### src/rtl/fetch_ctrl_pkg.sv
// fetch_ctrl_pkg: fetch sequencer state encoding and PC source selector values
package fetch_ctrl_pkg;
  typedef enum logic [1:0] {RUN, DRAIN, HALT_DRAIN, HALT} state_e;
  localparam logic [1:0] PC_SEL_SEQ   = 2'd0;
  localparam logic [1:0] PC_SEL_BTB   = 2'd1;
  localparam logic [1:0] PC_SEL_REDIR = 2'd2;
  localparam logic [1:0] PC_SEL_PEND  = 2'd3;
endpackage

### src/rtl/sat_cnt.sv
// sat_cnt: saturating event counter with synchronous clear taking priority
module sat_cnt #(
  parameter int W = 16
) (
  input  logic         clk,
  input  logic         rst_n,
  input  logic         clr,
  input  logic         inc,
  output logic [W-1:0] cnt
);
  logic [W-1:0] cnt_q;
  // count up until all-ones, clear wins over increment
  always_ff @(posedge clk or negedge rst_n)
    if (!rst_n) cnt_q <= '0;
    else if (clr) cnt_q <= '0;
    else if (inc && !(&cnt_q)) cnt_q <= cnt_q + 1'b1;
  assign cnt = cnt_q;
endmodule

### src/rtl/fetch_ctrl.sv
// fetch_ctrl: fetch-stage PC sequencer, imem handshake, pipeline stall/flush and perf counters
module fetch_ctrl
  import fetch_ctrl_pkg::*;
#(
  parameter int CNT_W = 16
) (
  input  logic             clk,
  input  logic             rst_n,
  output logic             imem_req,
  input  logic             imem_ack,
  input  logic             hz_stall,
  input  logic             hlt_id,
  input  logic             redirect_ex,
  input  logic [15:0]      redirect_pc_ex,
  input  logic             btb_hit_if,
  output logic             pc_we,
  output logic [1:0]       pc_sel,
  output logic [15:0]      pend_pc,
  output logic             stall_if_id,
  output logic             flush_if_id,
  output logic             flush_id_ex,
  output logic             halted,
  input  logic             clr_cnt,
  output logic [CNT_W-1:0] redirect_cnt,
  output logic [CNT_W-1:0] imem_wait_cnt
);
  state_e      state_q, state_d;
  logic [15:0] pend_q, pend_d;
  // Mealy control: an outstanding fetch is never abandoned, so redirects and halts wait in DRAIN/HALT_DRAIN
  always_comb begin
    state_d     = state_q;
    pend_d      = pend_q;
    imem_req    = 1'b1;
    pc_we       = 1'b0;
    pc_sel      = PC_SEL_SEQ;
    stall_if_id = 1'b0;
    flush_if_id = 1'b0;
    flush_id_ex = 1'b0;
    unique case (state_q)
      RUN:
        if (redirect_ex) begin
          flush_if_id = 1'b1;
          flush_id_ex = 1'b1;
          if (imem_ack) begin
            pc_we  = 1'b1;
            pc_sel = PC_SEL_REDIR;
          end else begin
            pend_d  = redirect_pc_ex;
            state_d = DRAIN;
          end
        end else if (hlt_id && !hz_stall) begin
          flush_if_id = 1'b1;
          state_d     = imem_ack ? HALT : HALT_DRAIN;
        end else if (hz_stall) begin
          stall_if_id = 1'b1;
        end else if (imem_ack) begin
          pc_we  = 1'b1;
          pc_sel = btb_hit_if ? PC_SEL_BTB : PC_SEL_SEQ;
        end else begin
          flush_if_id = 1'b1;
        end
      DRAIN: begin
        flush_if_id = 1'b1;
        if (redirect_ex) pend_d = redirect_pc_ex;
        else if (imem_ack) begin
          pc_we   = 1'b1;
          pc_sel  = PC_SEL_PEND;
          state_d = RUN;
        end
      end
      HALT_DRAIN: begin
        flush_if_id = 1'b1;
        if (redirect_ex) begin
          pend_d  = redirect_pc_ex;
          state_d = DRAIN;
        end else if (imem_ack) state_d = HALT;
      end
      HALT: begin
        imem_req    = 1'b0;
        flush_if_id = 1'b1;
        if (redirect_ex) begin
          pc_we       = 1'b1;
          pc_sel      = PC_SEL_REDIR;
          flush_id_ex = 1'b1;
          state_d     = RUN;
        end
      end
      default: state_d = RUN;
    endcase
  end
  // state and latched redirect target
  always_ff @(posedge clk or negedge rst_n)
    if (!rst_n) begin
      state_q <= RUN;
      pend_q  <= '0;
    end else begin
      state_q <= state_d;
      pend_q  <= pend_d;
    end
  assign pend_pc = pend_q;
  assign halted  = (state_q == HALT);
  sat_cnt #(.W(CNT_W)) u_redirect_cnt (
    .clk  (clk),
    .rst_n(rst_n),
    .clr  (clr_cnt),
    .inc  (redirect_ex),
    .cnt  (redirect_cnt)
  );
  sat_cnt #(.W(CNT_W)) u_imem_wait_cnt (
    .clk  (clk),
    .rst_n(rst_n),
    .clr  (clr_cnt),
    .inc  (imem_req && !imem_ack),
    .cnt  (imem_wait_cnt)
  );
endmodule

### config.mk
export PLATFORM = sky130hd
export DESIGN_NAME = fetch_ctrl
export DESIGN_NICKNAME = d
export VERILOG_FILES = /design/src/rtl/fetch_ctrl_pkg.sv /design/src/rtl/sat_cnt.sv /design/src/rtl/fetch_ctrl.sv
export SDC_FILE = /design/constraint.sdc
export NUM_CORES = 1
export LEC_CHECK = 0
export BUFFER_PORTS_ARGS = -buffer_cell sky130_fd_sc_hd__buf_4
export CAP_MARGIN = 20
export CORE_AREA = 2 2 100 102
export CTS_CLUSTER_SIZE = 8
export DETAILED_ROUTE_END_ITERATION = 16
export DIE_AREA = 0 0 102 104
export PLACE_DENSITY = 0.59
export SLEW_MARGIN = 30
export SYNTH_ARGS = -nofsm -noshare
export SYNTH_HDL_FRONTEND = slang
export SYNTH_SLANG_ARGS = --single-unit
export TNS_END_PERCENT = 5
### constraint.sdc
create_clock -name clk -period 1.75 [get_ports clk]
set_clock_uncertainty 0.15 [all_clocks]
set_input_delay 0.175 -clock clk [delete_from_list [all_inputs] [get_ports clk]]
set_output_delay 0.175 -clock clk [all_outputs]
set_load 0.01 [all_outputs]
---- Word-level counts from Yosys, hierarchy flattened ----
Cells that the tools add are included.
storage, ports and cells
  bits in registers ....................... 50
  bits of input ports ..................... 24
  output and inout bits ................... 56
  word-level logic and storage cells ...... 83
cells by class
  add/subtract/negate cells ............... 2
  eq/ne operators ......................... 12
  mux-type cells .......................... 46
  reductions and logical operators ........ 19
operator list
  cell                     count
  $mux W16                 7
  $add A16 B1 Y16 const B  2
  $pmux W16 S2             1
  $reduce_and A16 Y1       2
  $mux W2                  13
  $mux W1                  21
  $ne A2 B2 Y1 const B     5
  $ne A3 B3 Y1 const B     3
  $pmux W2 S4              1
  $pmux W2 S3              1
  $reduce_and A6 Y1        1
  $reduce_bool A2 Y1       3
  $eq A2 B2 Y1 const B     2
  $logic_and A1 B1 Y1      4
  $logic_not A1 Y1         4
  $reduce_and A4 Y1        1
  $reduce_or A2 Y1         2
  $pmux W1 S3              1
  $reduce_or A3 Y1         1
  $eq A2 B1 Y1 const B     1
  $logic_not A2 Y1         1
  $ne A2 B1 Y1 const B     1
  $pmux W1 S2              1

---- Longest topological paths before layout ----
  word-level depth ........................ 6
  mapped depth ............................ 7
  depth with buffers taken out ............ 6

---- Hierarchy ----
From an unflattened synthesis, not the netlist that was laid out.
second synthesis, totals
  cell total of the unflattened synthesis .. 263
  area, all modules ....................... 2850.2 um2
modules (own cells, without submodules)
  module                     instances  cells each  area an instance (um2)  sequential area each (um2)
  fetch_ctrl                 1          78          980.9                   450.4
  sat_cnt (u_redirect_cnt)   1          90          949.7                   400.4
  sat_cnt (u_imem_wait_cnt)  1          95          919.6                   400.4

---- Least setup slack after synthesis ----
No wires, ideal clock.
  path type ............................... register to register
  start ................................... reg state_q[0]
  end ..................................... reg u_imem_wait_cnt.cnt_q[15] (netlist: u_imem_wait_cnt.cnt[15])
  library setup time ...................... 0.132 ns
  arrival time ............................ 1.641 ns
  data required time ...................... 1.468 ns
  setup slack ............................. -0.173 ns
  stages on the path, launching flop included .. 7
  buffers on the path ..................... 0
  period minus slack after synthesis ...... 1.923 ns
  path through ............................ dfrtp_1 -> ha_1 -> or2_2 -> nor4_4 -> nand4_1 -> mux2i_1 -> nor2_1
between the ends
  word-level cells in the longest chain between the ends .. 5
ends and longest elaborated chain
  what                          line               RTL
  start, declared               fetch_ctrl.sv:27   state_e state_q, state_d;
  start signal, assigned        fetch_ctrl.sv:97   state_q <= state_d;
  $eq A2 B2 Y1                  --
  via halted                    fetch_ctrl.sv:22   output logic halted,
  $mux W1                       fetch_ctrl.sv:39   unique case (state_q)
  $logic_and A1 B1 Y1           fetch_ctrl.sv:113  .inc (imem_req && !imem_ack),
  $logic_and A1 B1 Y1           sat_cnt.sv:16      else if (inc && !(&cnt_q)) cnt_q <= cnt_q + 1'b1;
  $reduce_bool A2 Y1 (no line)  --
  end signal, assigned          sat_cnt.sv:16
  end, declared                 sat_cnt.sv:11      logic [W-1:0] cnt_q;
The timed path passes the listed nets, and every way through them passes these cells.
A chain may end at the register's enable or synchronous reset.

---- Final worst setup path ----
  start ................................... reg state_q[0]
  end ..................................... out pc_we
between the ends
  word-level cells in the longest chain between the ends .. 2
  elaborated cells between the ends (all ways) .. 4
  classes of those cells .................. eq/ne (2); mux (1); reduce/logical (1)
ends and longest elaborated chain
  what                                  line              RTL
  $eq A2 B2 Y1 (tied with other cells)  fetch_ctrl.sv:39
  $pmux W1 S3 *                         fetch_ctrl.sv:39
  end, declared                         fetch_ctrl.sv:16  output logic pc_we,
Mark *: on every way between the ends. The rest lies on a longest branch, timed or not.

==> results list <==
- The flow ran to the end, but the final reports show violations.
- Violated checks: setup timing
- Die height: 104 um
* Number of register bits inferred by synthesis: 50
- Switching part of the total: 32.68%
- Kind of start point of the critical path: register
* Pin count of the biggest net entering global routing: 51
* DR DRC count: 0
* First-pass DRT Iterations: 4
- Max-cap violations in this run came to 0.
* CP Class: register to primary output
- In this run the power spent charging and discharging nets is 0.001322 W.
* Synth-to-layout area growth: 54.42%
- Setup repair after global routing could not meet its margin everywhere.
* DR vias/cell: 4.590
- Crit-path most repeated cell: sky130_fd_sc_hd__buf_4
- Layout cell share with drive strength beyond 1: 46.90%
* Post-synthesis async set-or-reset flop share: 100.0%
- In the global route stage, overall resource usage came out at 13.57%.
- The path class of the tightest hold or removal check is primary input to register.
- Capturing element type of the critical path: primary output
* Antenna fix cells: 0
- The number of global-route vias before repair came to 2499.
* Relative slew margins: 55.15%
- Initial antenna violation count: 0
- Weighted congestion reported at the end of routability-driven placement: 0.7721
- Final setup fails: 27
* Hold slack final: 83.53 ps
- In this run the register-to-register setup slack is -120 ps.
* Count of vias placed by the detailed router: 2460
- Fin worst setup slack: -170.6 ps
- The number of nets in the synthesized netlist is 293.
* Combinational fraction of design power: 45.1%
- Mapped cell area: 0.002718 sq mm
- R2r endpoint: state_q[1]
- Total power density per cell area: 964.0 mW/mm^2
- CP max stage cell: sky130_fd_sc_hd__dfrtp_1
* Unique masters post-synth: 44
* Worst EP required: 1420 ps
- Reg clk slew, reported paths: 110 ps
- At the placement stage, the worst setup path has a slack of -146.5 ps.
* Width of the die: 102 um
* Slew of the pin with the lowest slew margin: 672.7 ps
- Row generation in the floorplan step produced 36 rows.
- The clock network burns 17.4% of the power.
- Max incr delay on CP: 420 ps
- Root Buffer: sky130_fd_sc_hd__clkbuf_8
* Number of H-tree levels: 2
- Yosys mapped a number of flops with a built-in enable equal to 0.
- The layout has 954 filler cells.
- The most critical setup path has its endpoint at pc_we.
- Final hold viol count: 0
- Sum of negative setup slack: -2311 ps
- Total Wirelength: 7089 um
- The smallest clock period supported by the final layout is computed as 1921 ps.
- The share of the Yosys chip area taken by registers is 46.04%.
- In this run the static leakage power is 1.934 nW.
- FF-to-FF path depth: 7
* Warning count from the yosys run: 0
- For this design the top-level I/O count stands at 80.
* Clock tree from TritonCTS: yes
- Routed wirelength normalized by instance count: 13.23 um
* Sequence of cells on the critical path: inv_2 -> ha_4 -> nor3b_4 -> buf_4 -> nand3b_1 -> o21ai_1 -> buf_4
* Highest clock frequency the design can meet: 0.5207 GHz
- IR analysis of the VDD net gives a maximum drop of 0.0005292 V.
- Global-route wire length before repair: 11670 um
- Summed over all layers, the global routing overflow is 0.
- Data arrival time of the critical path: 1600 ps
* Clock latency at the later pin of the worst-skew pair: 310 ps
* Number of max-slew violations in the final report: 0
- Initial core utilization: 28.46%
* Layout Nets: 433
* Dominant synthesized flop cell: sky130_fd_sc_hd__dfrtp_1
- The tree built by TritonCTS fans out to 50 sinks.
- The most critical setup path has its startpoint at state_q[0].
* Inserted Clock Buffers: 5
* Launch point of the worst reg-to-reg path: state_q[0]
- Number of stages on the worst setup path: 7
- Routed Antenna Nets: 0
- The die covers 0.01061 sq mm.
* Cell-internal power: 0.002723 W
- In this run the mean area of a mapped cell was 10.37 sq um.
* Top fanout value on the critical path: 4
- DR iter-0 viols: 32
- Crit path max-delay family: flip-flops
- Cell count after synthesis: 262
- Count of buffers from port buffering: 79
* HPWL Detailed: 4959 um
- Core region area: 0.009549 sq mm
- The final critical path takes up 109.8% of the cycle.
- Critical path buffers and inverters: 3
- Longest Clk Path Bufs: 2
* Sequential cell fraction of total power: 37.5%
through the flow:
step	std cells	area, sq um	power [W]	util [%]
6_report	536	4197	0.004045	43.95
5_1_grt	536	4197	0.004322	43.95
4_1_cts	536	4125	0.004093	43.20
3_5_place_dp	507	3769	0.003149	39.47
3_3_place_gp	507	3769	0.003111	39.47
2_1_floorplan	262	2735	0.002352	-
layout make-up:
type | count | area [sq um] | area share, %
Sequential cell | 50 | 1251 | 29.82
Timing Repair Buffer | 140 | 1121 | 26.71
Tap cell | 133 | 166.4 | 3.965
Multi-Input combinational cell | 192 | 1519 | 36.20
Clock buffer | 5 | 68.82 | 1.640
Inverter | 13 | 48.80 | 1.163
Clock inverter | 3 | 21.27 | 0.5069
cell usage after synthesis (2+ instances only):
cell type	n	area (sq um)
sky130_fd_sc_hd__and4_4	2	22.52
sky130_fd_sc_hd__nand4_4	2	42.54
sky130_fd_sc_hd__nand2_1	16	60.06
sky130_fd_sc_hd__nor4_1	7	43.79
sky130_fd_sc_hd__xor2_1	6	52.55
sky130_fd_sc_hd__o211ai_1	2	15.01
sky130_fd_sc_hd__nor3_1	8	40.04
sky130_fd_sc_hd__a31oi_1	2	12.51
sky130_fd_sc_hd__mux2i_1	4	40.04
sky130_fd_sc_hd__a21oi_1	6	30.03
sky130_fd_sc_hd__and3_1	6	37.54
sky130_fd_sc_hd__dfrtp_1	50	1251
sky130_fd_sc_hd__clkbuf_1	4	15.01
sky130_fd_sc_hd__o21ai_0	3	15.01
sky130_fd_sc_hd__o2111ai_1	3	26.28
sky130_fd_sc_hd__ha_1	7	87.58
sky130_fd_sc_hd__a211oi_1	4	30.03
sky130_fd_sc_hd__nor2_1	37	138.9
sky130_fd_sc_hd__and4_1	2	17.52
sky130_fd_sc_hd__xnor2_1	18	157.7
sky130_fd_sc_hd__nand3_1	10	50.05
sky130_fd_sc_hd__inv_1	13	48.80
sky130_fd_sc_hd__mux2_2	19	214.0
sky130_fd_sc_hd__nor2b_1	3	18.77
sky130_fd_sc_hd__nor4_4	2	42.54
sky130_fd_sc_hd__nand4_1	5	31.28
sky130_fd_sc_hd__nor3b_1	4	30.03
logic make-up (layout without fill, tap and decap cells):
group,after synthesis,in the layout,share of synthesized area (%)
compound gates,26,26,6.722
xor+xnor,24,24,7.735
buf+inv,20,161,3.130
flops,50,50,46.04
fa+ha+maj,7,7,3.223
mux,23,23,9.346
simple gates,112,112,23.80
cell usage in the layout (no fill, tap or decap), types with 9 or more instances in the layout:
cell | Yosys | layout
sky130_fd_sc_hd__xnor2_1 | 18 | 18
sky130_fd_sc_hd__buf_4 | 0 | 118
sky130_fd_sc_hd__inv_1 | 13 | 10
sky130_fd_sc_hd__dfrtp_1 | 50 | 50
sky130_fd_sc_hd__dlygate4sd3_1 | 0 | 17
sky130_fd_sc_hd__nor2_1 | 37 | 37
sky130_fd_sc_hd__nand3_1 | 10 | 9
sky130_fd_sc_hd__mux2_2 | 19 | 19
sky130_fd_sc_hd__nand2_1 | 16 | 14
power by group through the flow:
stage | Clock (W) | Sequential (W) | Combinational (W)
after detailed placement | 0 | 0.00153 | 0.00162
after global routing | 0.000782 | 0.00155 | 0.00199
after CTS | 0.000746 | 0.00152 | 0.00183
after floorplan | 0 | 0.00164 | 0.000716
final | 0.000702 | 0.00152 | 0.00183
after global placement | 0 | 0.00152 | 0.00159
state kept, by name, summed over array words and instances (netlist names):
signal,count
state_q,2
u_imem_wait_cnt.cnt,16
u_redirect_cnt.cnt,16
pend_pc,16
worst min path at each step:
stage	startpoint	to	slack, ps	cells past startpoint
3_3_place_gp	rst_n	u_imem_wait_cnt.cnt[14]	120	1
5_1_grt	clr_cnt	u_redirect_cnt.cnt[9]	80	2
2_1_floorplan	rst_n	pend_pc[0]	-270	0
3_5_place_dp	rst_n	u_imem_wait_cnt.cnt[13]	110	1
4_1_cts	clr_cnt	u_imem_wait_cnt.cnt[7]	80	2
6_report	clr_cnt	u_imem_wait_cnt.cnt[15]	80	2
worst reg2reg max path: cells and delay by family, from the launching register on:
family	cells	cell delay [ps]
AND/OR/NAND/NOR	1	50
flip-flops	1	420
multiplexers	1	360
buffers and inverters	2	220
AO/OA/AOI/OAI	2	390
adder cells (fa/ha/maj)	1	170
layer usage:
| layer | track usage, % | share of wire (%) | up-vias |
|---|---|---|---|
| met2 | 23.83 | 50 | 66 |
| met1 | 16.60 | 43 | 1185 |
| met3 | 2.755 | 5.5 | 5 |
| li1 | - | - | 1204 |
| met4 | 3.810 | 0.97 | 0 |
| met5 | 0 | 0 | - |
what timing repair did:
item | 4_1_cts | 5_1_grt
endpoints found under the setup margin | 31 | 46
setup buffers | 4 | 0
hold buffers | 17 | 0
hold endpoints to repair | 66 | 0
resized for setup | 19 | 14
pin swaps | 8 | 6
Note: power is estimated with default switching activity, not from simulation.
